--- src/rtl/eco32f_divider_if.sv ---
// Request/response bundle between the EX stage and the iterative divider.
// Pipeline side drives requests and consumes results (master); divider is slave.
// Handshakes are valid/ready on both the request and the result side.
interface eco32f_divider_if #(
  parameter int WIDTH = 32
) ();

  logic             in_valid;
  logic             in_ready;
  logic             in_signed;
  logic [WIDTH-1:0] in_dividend;
  logic [WIDTH-1:0] in_divisor;
  logic             out_valid;
  logic             out_ready;
  logic [WIDTH-1:0] out_quot;
  logic [WIDTH-1:0] out_rem;
  logic             out_dbz;

  modport master (
    output in_valid, in_signed, in_dividend, in_divisor, out_ready,
    input  in_ready, out_valid, out_quot, out_rem, out_dbz
  );

  modport slave (
    input  in_valid, in_signed, in_dividend, in_divisor, out_ready,
    output in_ready, out_valid, out_quot, out_rem, out_dbz
  );

endinterface

--- src/rtl/eco32f_divider.sv ---
// Iterative restoring divider (signed/unsigned), STEP quotient bits per cycle.
// Latency: WIDTH/STEP cycles from accept to out_valid; divide-by-zero is ready right after accept.
// Backpressure: in_ready only in IDLE; result held in DONE until out_ready; kill flushes any state.
module eco32f_divider #(
  parameter int WIDTH = 32,
  parameter int STEP  = 1
) (
  input  logic             clk,
  input  logic             rst,
  input  logic             kill,
  output logic             busy,
  eco32f_divider_if.slave  bus
);

  localparam int NSTEPS = WIDTH / STEP;
  localparam int CW     = $clog2(NSTEPS + 1);

  generate
    if (WIDTH < 2 || STEP < 1 || (WIDTH % STEP) != 0) begin : g_bad_param
      $error("eco32f_divider: WIDTH must be >= 2 and a multiple of STEP");
    end
  endgenerate

  typedef enum logic [1:0] {
    IDLE,
    CALC,
    DONE
  } state_t;

  state_t           state;
  state_t           state_nxt;
  logic [CW-1:0]    cnt;
  // Dividend magnitude shifts out of the MSB while quotient bits shift into the LSB.
  logic [WIDTH-1:0] dvd;
  logic [WIDTH-1:0] dvs;
  logic [WIDTH-1:0] rem;
  logic             q_neg;
  logic             r_neg;

  logic             accept;
  logic             div_zero;
  logic             x_neg;
  logic             y_neg;
  logic [WIDTH-1:0] x_mag;
  logic [WIDTH-1:0] y_mag;

  logic [WIDTH-1:0] step_dvd;
  logic [WIDTH-1:0] step_rem;
  logic [WIDTH:0]   shifted;
  logic [WIDTH:0]   diff;
  logic [WIDTH-1:0] q_fin;
  logic [WIDTH-1:0] r_fin;

  assign bus.in_ready  = (state == IDLE) & ~kill;
  assign bus.out_valid = (state == DONE);
  assign busy          = (state != IDLE);

  assign accept   = bus.in_valid & bus.in_ready;
  assign div_zero = (bus.in_divisor == '0);
  assign x_neg    = bus.in_signed & bus.in_dividend[WIDTH-1];
  assign y_neg    = bus.in_signed & bus.in_divisor[WIDTH-1];
  assign x_mag    = x_neg ? -bus.in_dividend : bus.in_dividend;
  assign y_mag    = y_neg ? -bus.in_divisor  : bus.in_divisor;

  // STEP chained restoring iterations, MSB first. The partial remainder is always
  // below the divisor, so a carry out of the shift implies a non-negative trial.
  always_comb begin
    step_dvd = dvd;
    step_rem = rem;
    shifted  = '0;
    diff     = '0;
    for (int i = 0; i < STEP; i++) begin
      shifted  = {step_rem, step_dvd[WIDTH-1]};
      diff     = shifted - {1'b0, dvs};
      step_dvd = {step_dvd[WIDTH-2:0], ~diff[WIDTH]};
      step_rem = diff[WIDTH] ? shifted[WIDTH-1:0] : diff[WIDTH-1:0];
    end
  end

  // Sign correction for truncating division: remainder follows the dividend.
  assign q_fin = q_neg ? -step_dvd : step_dvd;
  assign r_fin = r_neg ? -step_rem : step_rem;

  // State register.
  always_ff @(posedge clk or negedge rst) begin
    if (!rst) begin
      state <= IDLE;
    end else begin
      state <= state_nxt;
    end
  end

  // Next-state logic; kill wins over every other transition.
  always_comb begin
    state_nxt = state;
    unique case (state)
      IDLE: if (accept) state_nxt = div_zero ? DONE : CALC;
      CALC: if (cnt == CW'(1)) state_nxt = DONE;
      DONE: if (bus.out_ready) state_nxt = IDLE;
      default: state_nxt = IDLE;
    endcase
    if (kill) state_nxt = IDLE;
  end

  // Operand capture, iteration datapath and registered results.
  always_ff @(posedge clk or negedge rst) begin
    if (!rst) begin
      cnt          <= '0;
      dvd          <= '0;
      dvs          <= '0;
      rem          <= '0;
      q_neg        <= 1'b0;
      r_neg        <= 1'b0;
      bus.out_quot <= '0;
      bus.out_rem  <= '0;
      bus.out_dbz  <= 1'b0;
    end else if (accept) begin
      cnt   <= CW'(NSTEPS);
      dvd   <= x_mag;
      dvs   <= y_mag;
      rem   <= '0;
      q_neg <= x_neg ^ y_neg;
      r_neg <= x_neg;
      if (div_zero) begin
        bus.out_quot <= '1;
        bus.out_rem  <= bus.in_dividend;
        bus.out_dbz  <= 1'b1;
      end
    end else if (state == CALC && !kill) begin
      cnt <= cnt - CW'(1);
      dvd <= step_dvd;
      rem <= step_rem;
      if (cnt == CW'(1)) begin
        bus.out_quot <= q_fin;
        bus.out_rem  <= r_fin;
        bus.out_dbz  <= 1'b0;
      end
    end
  end

endmodule

--- src/flat_wrapper.sv ---
// flat-port wrapper written by rule: the top's interface ports become plain ports
module eco32f_divider_flat 
#(
  parameter int WIDTH = 32,
  parameter int STEP  = 1
)
  (clk, rst, kill, busy, bus_in_valid, bus_in_signed, bus_in_dividend, bus_in_divisor, bus_out_ready, bus_in_ready, bus_out_valid, bus_out_quot, bus_out_rem, bus_out_dbz);
  eco32f_divider_if #(.WIDTH(WIDTH)) bus_i ();
  input  logic clk;
  input  logic rst;
  input  logic kill;
  output logic busy;
  input wire logic [$bits(bus_i.in_valid)-1:0] bus_in_valid;
  input wire logic [$bits(bus_i.in_signed)-1:0] bus_in_signed;
  input wire logic [$bits(bus_i.in_dividend)-1:0] bus_in_dividend;
  input wire logic [$bits(bus_i.in_divisor)-1:0] bus_in_divisor;
  input wire logic [$bits(bus_i.out_ready)-1:0] bus_out_ready;
  output wire logic [$bits(bus_i.in_ready)-1:0] bus_in_ready;
  output wire logic [$bits(bus_i.out_valid)-1:0] bus_out_valid;
  output wire logic [$bits(bus_i.out_quot)-1:0] bus_out_quot;
  output wire logic [$bits(bus_i.out_rem)-1:0] bus_out_rem;
  output wire logic [$bits(bus_i.out_dbz)-1:0] bus_out_dbz;
  assign bus_i.in_valid = bus_in_valid;
  assign bus_i.in_signed = bus_in_signed;
  assign bus_i.in_dividend = bus_in_dividend;
  assign bus_i.in_divisor = bus_in_divisor;
  assign bus_i.out_ready = bus_out_ready;
  assign bus_in_ready = bus_i.in_ready;
  assign bus_out_valid = bus_i.out_valid;
  assign bus_out_quot = bus_i.out_quot;
  assign bus_out_rem = bus_i.out_rem;
  assign bus_out_dbz = bus_i.out_dbz;
  eco32f_divider #(.WIDTH(WIDTH), .STEP(STEP)) u_core (.clk(clk), .rst(rst), .kill(kill), .busy(busy), .bus(bus_i));
endmodule
--- config.mk ---
export PLATFORM = sky130hd
export DESIGN_NAME = eco32f_divider_flat
export DESIGN_NICKNAME = d
export VERILOG_FILES = /design/src/rtl/eco32f_divider_if.sv /design/src/rtl/eco32f_divider.sv /design/src/flat_wrapper.sv
export SDC_FILE = /design/constraint.sdc
export NUM_CORES = 1
export LEC_CHECK = 0
export CAP_MARGIN = 15
export CORE_MARGIN = 1
export CORE_UTILIZATION = 58
export DETAILED_ROUTE_END_ITERATION = 12
export GPL_TIMING_DRIVEN = 0
export PLACE_DENSITY = 0.82
export SYNTH_ARGS = -nofsm -noshare
export SYNTH_HDL_FRONTEND = slang
export SYNTH_SLANG_ARGS = --single-unit
--- constraint.sdc ---
create_clock -name clk -period 6.62 [get_ports clk]
set_input_delay 0.993 -clock clk [delete_from_list [all_inputs] [get_ports clk]]
set_output_delay 0.993 -clock clk [all_outputs]
set_load 0.005 [all_outputs]
==> After elaboration in Yosys (flattened, before gate mapping) <==
Cells that the tools add are included.
{ "totals": {"elab_cells": 68, "out_inout_bits": 68, "reg_bits": 171, "input_bits": 70} }
{ "op_classes": {"n_addsub": 6, "n_reduce_logical": 9, "eq_ne": 7, "n_bitwise": 7, "muxes": 29} }
{ "ops": {"columns": ["operator", "n"], "rows": [
  ["32-bit 2-to-1 mux", 17],
  ["32-bit negator", 4],
  ["33-bit by 32-bit subtractor with 33-bit output", 1],
  ["32-bit zero test", 1],
  ["6-bit 2-to-1 mux", 2],
  ["2-bit 2-to-1 mux", 5],
  ["6-bit by 1-bit equality test with 1-bit output (second input constant)", 1],
  ["3-bit by 2-bit != test with 1-bit output (second input constant)", 2],
  ["2-bit case mux with 3 select lines", 1],
  ["3-bit AND reduction", 2],
  ["2-bit nonzero test", 3],
  ["6-bit by 1-bit subtractor with 6-bit output (second input constant)", 1],
  ["1-bit bitwise AND", 4],
  ["1-bit 2-to-1 mux", 4],
  ["3-bit != test (second input constant)", 1],
  ["2-bit by 1-bit equality test with 1-bit output (second input constant)", 1],
  ["2-bit equality test (second input constant)", 1],
  ["2-bit zero test", 1],
  ["2-bit != test (second input constant)", 1],
  ["1-bit NOT", 2],
  ["1-bit logical AND", 1],
  ["1-bit zero test", 1],
  ["1-bit bitwise XOR", 1]
]} }

==> Longest topological paths before layout <==
Gate-level depths: netlist of run 1.
{ "depth": {"depth_word": 7, "ltp_mapped": 25, "depth_no_buf": 24} }

==> Worst setup path after synthesis of run 1 <==
OpenSTA, ideal clock, no wires.
{ "synth_path": {"path_type": "register to register", "start": "register u_core.dvd[31]", "end": "register u_core.bus.out_rem[26]", "setup_ns": 0.137, "t_required_ns": 6.483, "arrival_time_ns": 5.139, "path_stages_with_launch": 26, "path_slack_ns": 1.344, "n_path_buf": 2, "period_less_slack_ns": 5.276, "path_cell_list": "dfrtp_1 -> inv_1 -> ha_1 -> inv_1 -> fa_1 -> a211oi_2 -> o211ai_2 -> nand3_1 -> a211oi_2 -> o21a_4 -> nor2_8 -> inv_4 -> clkbuf_1 -> clkbuf_1 -> a21oi_1 -> ha_1 -> nand2_1 -> a221o_1 -> a211oi_2 -> o211ai_1 -> a2111oi_2 -> a32oi_1 -> or3b_1 -> o21ai_1 -> xnor2_1 -> a21oi_1"} }
{ "synth_between": {"elab_chain_cells": 7} }
{ "synth_rtl": {"columns": ["element", "line", "text"], "rows": [
  ["start: declaration", "eco32f_divider.sv:34", "logic [WIDTH-1:0] dvd;"],
  ["start signal: assignment", "eco32f_divider.sv:119", "dvd <= x_mag;"],
  ["start signal: assignment", "eco32f_divider.sv:131", "dvd <= step_dvd;"],
  ["33-bit by 32-bit subtractor with 33-bit output", "eco32f_divider.sv:74", "diff = shifted - {1'b0, dvs};"],
  ["32-bit 2-to-1 mux (*)", "eco32f_divider.sv:76", "step_rem = diff[WIDTH] ? shifted[WIDTH-1:0] : diff[WIDTH-1:0];"],
  ["32-bit negator", "eco32f_divider.sv:82", "assign r_fin = r_neg ? -step_rem : step_rem;"],
  ["32-bit 2-to-1 mux (*)", "eco32f_divider.sv:82", null],
  ["32-bit 2-to-1 mux (*)", "eco32f_divider.sv:133", "if (cnt == CW'(1)) begin"],
  ["32-bit 2-to-1 mux (*)", "eco32f_divider.sv:129", "end else if (state == CALC && !kill) begin"],
  ["32-bit 2-to-1 mux (*)", "eco32f_divider.sv:117", "end else if (accept) begin"],
  ["end signal: assignment", "eco32f_divider.sv:126", "bus.out_rem <= bus.in_dividend;"],
  ["end signal: assignment", "eco32f_divider.sv:135", "bus.out_rem <= r_fin;"],
  ["end: declaration", "eco32f_divider_if.sv:26", "output in_ready, out_valid, out_quot, out_rem, out_dbz"]
]} }
Mark *: on every way between the ends. The rest lies on a longest branch, timed or not. The select of a mux whose other input is x is not followed.
A chain may end at the register's enable or synchronous reset.

==> Worst setup path after layout of run 1 <==
{ "layout_path": {"start": "register u_core.dvd[31]", "end": "register u_core.bus.out_rem[28]"} }
Same word-level chain as after synthesis.

==> results of run 1 <==
==> placed cells by master, fill, tap and decap left out, types with 9 or more instances in the layout <==
master	n
a21o_1	12
a21oi_1	122
a22oi_1	9
a31oi_1	42
and2_1	11
buf_2	12
buf_4	11
clkbuf_1	60
clkbuf_16	17
clkdlybuf4s50_1	136
dfrtp_1	171
ha_1	37
inv_1	51
mux2i_1	21
nand2_1	207
nand2b_1	11
nand3_1	41
nand4_1	12
nor2_1	133
nor3_1	38
nor4_1	16
o21ai_0	157
o22ai_1	10
o31ai_1	16
o41ai_1	10
or3_1	23
or4_1	15
xnor2_1	53
xor2_1	76
==> what timing repair did <==
action                                  4_1_cts  5_1_grt
setup buffers                                 0        8
pin swaps                                     1        3
endpoints found under the setup margin        6        8
resized for setup                             3       12
==> area by class of cell <==
type                            count  share of cell area (%)
Sequential cell                   171                    28.6
Clock buffer                       17                    2.84
Timing Repair Buffer              146                    9.79
Tap cell                          275                    2.30
Buffer                             91                    2.98
Inverter                           52                    1.32
Multi-Input combinational cell   1228                    51.1
Antenna cell                        1                  0.0167
Clock inverter                     14                    1.05
==> layer usage <==
metal / share of wire, % / vias to the layer above / global-route usage [%]
li1: - / 5874 / -
met1: 40 / 5832 / 45.2
met2: 48 / 640 / 63.8
met3: 7.7 / 133 / 5.66
met4: 4.8 / 0 / 18.9
met5: 0 / - / 0
==> worst max-delay path by stage <==
stage | start | endpoint | slack, ns
after global placement | rst | u_core.dvs[31] | -2.26
after detailed placement | u_core.dvd[31] | u_core.bus.out_rem[28] | -0.31
final | u_core.dvd[31] | u_core.bus.out_rem[28] | 0.23
after floorplan | u_core.dvd[31] | u_core.bus.out_rem[26] | 1.34
after global routing | u_core.dvd[31] | u_core.bus.out_rem[28] | 0.03
after CTS | u_core.dvd[31] | u_core.bus.out_rem[28] | 0.01
==> through the flow <==
step                utilization (%)  hold slack, ns  area, um2
finish                         70.9           0.479      15000
detailed placement             67.5           0.470      14200
floorplan                         -           0.450      12500
global route                   70.9           0.498      15000
CTS                            70.3           0.485      14800
global placement               67.4           0.461      14200
==> power by group <==
| part | leakage [uW] | internal, uW | total [uW] | switching (uW) |
|---|---|---|---|---|
| Combinational | 0.00371 | 2030 | 4880 | 2860 |
| Sequential | 0.00222 | 1400 | 1800 | 390 |
| Clock | 0.000273 | 532 | 1010 | 474 |
| Total | 0.00620 | 3970 | 7690 | 3720 |
==> cell families (layout without fill, tap and decap cells) <==
family | after synthesis | after routing | share of synthesized area [%]
multiplexers | 30 | 30 | 2.48
adder cells (fa/ha/maj) | 39 | 39 | 3.97
other | 0 | 1 | 0
XOR/XNOR | 129 | 129 | 9.04
flip-flops | 171 | 171 | 34.3
AO/OA/AOI/OAI | 473 | 473 | 23.9
buffers and inverters | 143 | 320 | 5.10
AND/OR/NAND/NOR | 557 | 557 | 21.3
==> critical path: cells and delay by family, from the launching register on <==
kind / cells / cell delay, ns
AO/OA/AOI/OAI: 10 / 2.38
XOR/XNOR: 1 / 0.18
adder cells (fa/ha/maj): 3 / 0.94
buffers and inverters: 4 / 0.63
flip-flops: 1 / 0.52
multiplexers: 1 / 0.35
AND/OR/NAND/NOR: 5 / 1.23
==> state kept, by name (all words and copies together) (netlist names) <==
signal               count
u_core.bus.out_dbz       1
u_core.bus.out_quot     32
u_core.bus.out_rem      32
u_core.cnt               6
u_core.dvd              32
u_core.dvs              32
u_core.q_neg             1
u_core.r_neg             1
u_core.rem              32
u_core.state             2
==> results by group, run 1 <==
Global route
  – Vias in the first global route: 11847
  – GRT Resource Usage Total: 37.1%
  – First-pass GRT wire length: 62700 um
  – GR Overflow Total: 0
  – Initial antenna violation count: 1
  – Largest net degree at the start of global routing: 95

Logic synthesis
  – Ys Warns: 0
  – Mean area per synthesized cell: 8.10 um2
  – Leading cell types by count after synthesis: 207 x nand2_1, 171 x dfrtp_1, 157 x o21ai_0
  – Synthesized area: 12500 um2
  – Area contributors post-synth: dfrtp_1 34%, o21ai_0 6.3%, nand2_1 6.2%
  – Post-synth EDFFs: 0
  – Synth top area share: 34.3%
  – Cells after Synth: 1542
  – Syn Nets: 1651
  – Post-synthesis cell type count: 98
  – Post-synth ARST share: 100%
  – Sequential fraction of the synthesis area: 34.3%
  – #FFs+latches synth: 171
  – Most numerous cell in the Yosys netlist: nand2_1
  – Dominant synthesized flop cell: dfrtp_1
  – Cell taking the most area after synthesis: dfrtp_1

Setup path
  – Required time of the worst setup path: 6.92 ns
  – Crit-path cells: inv_1 > ha_1 > inv_1 > fa_1 > a211oi_4 > o211ai_2 > nand3_2 > a211oi_4 > nor3_4 > nor2_8 > inv_4 > clkbuf_2 > mux2i_2 > ha_2 > nand2_1 > a221o_1 > a211oi_4 > o211ai_1 > a2111oi_4 > a32oi_2 > or3b_1 > o21ai_1 > xnor2_1 > o22ai_1
  – Critical path class: flip-flop to flip-flop
  – CP Data Arrival Time: 6.68 ns
  – Crit. End Element: flip-flop
  – Critical path startpoint category: flip-flop
  – Crit path max fanout: 10
  – Reg2reg end: u_core.bus.out_rem[28]
  – R2R depth: 24
  – Reg-to-reg slack, setup: 0.23 ns
  – Top cell by count, worst path: a211oi_4
  – Slowest cell delay on critical path: 0.52 ns
  – Slowest cell on crit path: dfrtp_1
  – Crit Reg-Reg Startpoint: u_core.dvd[31]

Die
  – FP Rows: 53
  – Die Y: 149 um
  – Die Area: 22100 um2
  – Core area: 21100 um2
  – DIE WIDTH: 149 um
  – I/O pin count: 138
  – Initial cell density of the core: 59.2%

Final layout
  – Area grow syn2layout: 19.7%
  – Non-filler cells, final: 1995
  – Layout net count: 1816
  – Register area: 4280 um2
  – Share of layout cells above drive strength 1: 7.21%
  – Area of the multi-input gates: 7640 um2
  – Fillers: 1715

Placement
  – IO buf count: 137
  – Dpl hpwl: 31200 um
  – Gpl congestion: 0.982
  – Place WS: -0.307 ns
  – Cells after DPL: 1955

STA
  – # setup viols final: 0
  – Min cycle time layout: 6.39 ns
  – Final Skew: 0.0158 ns
  – Setup TNS: 0 ns
  – RSZ-0062 raised after global routing: no
  – Final worst path period share: 96.5%
  – Slew Viols, Final: 0
  – Max Fclk: 157 MHz
  – Slew @ Worst Pin: 1.15 ns
  – Hold Fails Final Rpt: 0
  – Max-slew headroom: 21.5%
  – Final worst slack: 0.232 ns

Min path
  – Hold EP: u_core.dvs[7]
  – Hold Crit Depth: 2
  – Hold_sp: u_core.dvs[7]
  – Min-Delay Path Class: flip-flop to flip-flop

Clocking
  – CTS max path bufs: 2
  – TritonCTS clock tree: built
  – Clock-pin slew on the worst setup and hold paths: 0.08 ns
  – Latest clock arrival within the worst-skew pair: 0.45 ns
  – Inserted Clock Buffers: 17
  – CTS Root Cell: clkbuf_16
  – Htree depth: 4
  – CTS Hold Bufs: 0
  – CTS sink cnt: 171

Pwr
  – Pwr Density: 514 nW/um2
  – Maximum VDD drop: 0.230 mV
  – Tot Pwr: 7690 uW
  – Leakage: 0.00620 uW

Outcome
  – Status: complete, no violations

Drt
  – Remaining DRCs: 0
  – Vias: 12479
  – Initial DRC Count: 945
  – Drt first pass iters: 8
  – Via density: 6.26
  – Routed WL: 40300 um
  – ANT nets after route: 0
  – Wirelength per Cell: 20.2 um

Run
  – MaxCap Viol Count: 0
(Power assumes the default switching activity.)
==> inputs of run 2 (changes only) <==
--- a/config.mk
+++ b/config.mk
@@ -7,10 +7,11 @@
 export LEC_CHECK = 0
 export CAP_MARGIN = 15
 export CORE_MARGIN = 1
-export CORE_UTILIZATION = 58
+export CORE_UTILIZATION = 65
 export DETAILED_ROUTE_END_ITERATION = 12
+export DONT_BUFFER_PORTS = 1
 export GPL_TIMING_DRIVEN = 0
-export PLACE_DENSITY = 0.82
+export PLACE_DENSITY = 0.81
 export SYNTH_ARGS = -nofsm -noshare
 export SYNTH_HDL_FRONTEND = slang
 export SYNTH_SLANG_ARGS = --single-unit
==> results by group, run 2 (synthesis gave the netlist of run 1 again) <==
Outcome
  – Status: complete, no violations

Placement
  – Gpl congestion: 0.940
  – IO buf count: 0
  – Dpl hpwl: 30300 um
  – Cells after DPL: 1776

Final layout
  – Most common cell after layout, fill and taps aside: nand2_1
  – Diode count: 0
  – Non-filler cells, final: 1813
  – Most frequent cells in the layout: 207 x nand2_1, 170 x dfrtp_1, 157 x o21ai_0
  – Layout net count: 1675
  – Area grow syn2layout: 8.17%
  – Share of layout cells above drive strength 1: 7.66%

Clocking
  – CTS max path bufs: 2
  – Inserted Clock Buffers: 17
  – Htree depth: 4
  – CTS Hold Bufs: 0
  – CTS sink cnt: 171
  – TritonCTS clock tree: built
  – CTS Root Cell: clkbuf_16
  – Clock-pin slew on the worst setup and hold paths: 0.08 ns
  – Latest clock arrival within the worst-skew pair: 0.46 ns

Setup path
  – CP Data Arrival Time: 6.59 ns
  – Critical path startpoint category: flip-flop
  – Crit path max fanout: 10
  – CP startpoint: u_core.dvd[31]
  – Crit. End Element: flip-flop
  – Required time of the worst setup path: 6.93 ns
  – Critical path class: flip-flop to flip-flop
  – Crit Reg-Reg Startpoint: u_core.dvd[31]

Global route
  – Initial antenna violation count: 0
  – GR Overflow Total: 0
  – Largest net degree at the start of global routing: 172
  – First-pass GRT wire length: 63300 um
  – Vias in the first global route: 11654
  – GRT Resource Usage Total: 41.4%

Die
  – Initial cell density of the core: 66.6%
  – Core area: 18800 um2
  – FP Rows: 50
  – DIE WIDTH: 141 um
  – I/O pin count: 138
  – Die Y: 141 um
  – Die Area: 19800 um2

Min path
  – Min-Delay Path Class: input pin to async pin

Drt
  – Remaining DRCs: 0
  – Wirelength per Cell: 22.1 um
  – Vias: 12343
  – Via density: 6.81
  – ANT nets after route: 0
  – Initial DRC Count: 1404
  – Routed WL: 40000 um
  – Drt first pass iters: 8

STA
  – Max-slew headroom: 36.6%
  – Slew @ Worst Pin: 0.952 ns
  – Min cycle time layout: 6.27 ns
  – RSZ-0062 raised after global routing: no
  – # setup viols final: 0
  – Max Fclk: 159 MHz
  – Slew Viols, Final: 0
  – Final Skew: 0.0179 ns
  – Hold Fails Final Rpt: 0
  – Final worst path period share: 94.8%

Run
  – MaxCap Viol Count: 0

Pwr
  – Leakage: 0.00570 uW
  – Maximum VDD drop: 0.362 mV
  – Tot Pwr: 7360 uW
  – Pwr Density: 545 nW/um2
==> run 2: cell types whose count changed in the layout (fill, tap and decap cells not counted), moves of 2 or more <==
cell,change
clkinv_4,+2
inv_8,-2
clkinvlp_4,-4
clkinv_8,+3
clkdlybuf4s50_1,-136
buf_4,-3
==> run 2: critical path, stage by stage, from the launching register on <==
cell	delay, ns
dfrtp_2	0.50
inv_1	0.09
ha_1	0.19
inv_1	0.07
fa_1	0.44
a211oi_2	0.34
o211ai_2	0.22
nand3_4	0.17
a211oi_4	0.10
o21a_4	0.29
nor2_8	0.17
inv_4	0.10
clkbuf_2	0.25
clkbuf_4	0.29
a21oi_2	0.21
ha_2	0.26
nand2_1	0.07
a221o_1	0.31
a211oi_4	0.31
o211ai_1	0.18
a2111oi_4	0.40
a32oi_2	0.23
or3b_1	0.45
o21ai_1	0.18
xnor2_1	0.17
a21oi_1	0.10
==> run 2: layout make-up <==
class	instances	area, um2
repair buffers	5	37.5
clock buffers	18	439
well taps	234	293
multi-input cells	1228	7640
clock inverters	14	179
fillers	1530	5260
plain buffers	91	445
inverters	52	198
flip-flops and latches	171	4280
==> run 2: per-stage QoR <==
step	setup TNS, ns	utilization (%)	area [um2]	hold slack (ns)	setup slack [ns]
after floorplan	0	-	12500	0.450	1.34
after global placement	-0.587	68.1	12800	0.464	-0.198
after detailed placement	-1.43	68.1	12800	0.471	-0.347
after CTS	0	71.6	13400	0.232	0.0757
after global routing	0	72.0	13500	0.219	0.0801
final	0	72.0	13500	0.227	0.346
==> run 2: routing by layer <==
metal / GRT usage [%] / up-vias / wire length, um
li1: - / 5595 / -
met1: 57.4 / 5957 / 16600
met2: 62.3 / 702 / 17700
met3: 10.6 / 89 / 4350
met4: 15.6 / 0 / 1370
met5: 0 / - / 0
==> run 2: path summary, 6_finish.rpt <==
| check | depth (start not counted) | slack [ns] | to |
|---|---|---|---|
| worst max-delay path | 25 | 0.35 | u_core.bus.out_rem[26] |
| worst min-delay path | 0 | 0.23 | u_core.dvs[3] |
| worst max register to register | 25 | 0.35 | u_core.bus.out_rem[26] |
| worst min register to register | 2 | 0.48 | u_core.dvs[2] |
| max in group asynchronous | 0 | 5.81 | u_core.bus.out_rem[16] |
| min in group clk | 2 | 0.48 | u_core.dvs[2] |
==> run 2: where the power goes <==
part	switching (uW)	internal, uW
clock	512	552
combinational	2720	1740
sequential	436	1410
==> run 2: repair_timing <==
item / 4_1_cts / 5_1_grt
buffers inserted: 1 / 4
pin swaps: 1 / 3
endpoints found under the setup margin: 7 / 8
gates resized for setup: 5 / 11
==> inputs of run 3 (changes only) <==
--- a/config.mk
+++ b/config.mk
@@ -8,10 +8,12 @@
 export CAP_MARGIN = 15
 export CORE_MARGIN = 1
 export CORE_UTILIZATION = 65
+export CTS_CLUSTER_DIAMETER = 60
 export DETAILED_ROUTE_END_ITERATION = 12
 export DONT_BUFFER_PORTS = 1
 export GPL_TIMING_DRIVEN = 0
 export PLACE_DENSITY = 0.81
+export SLEW_MARGIN = 20
 export SYNTH_ARGS = -nofsm -noshare
 export SYNTH_HDL_FRONTEND = slang
 export SYNTH_SLANG_ARGS = --single-unit
==> results of run 3 <==
Final layout, timing and power as in run 2 (identical DEF).
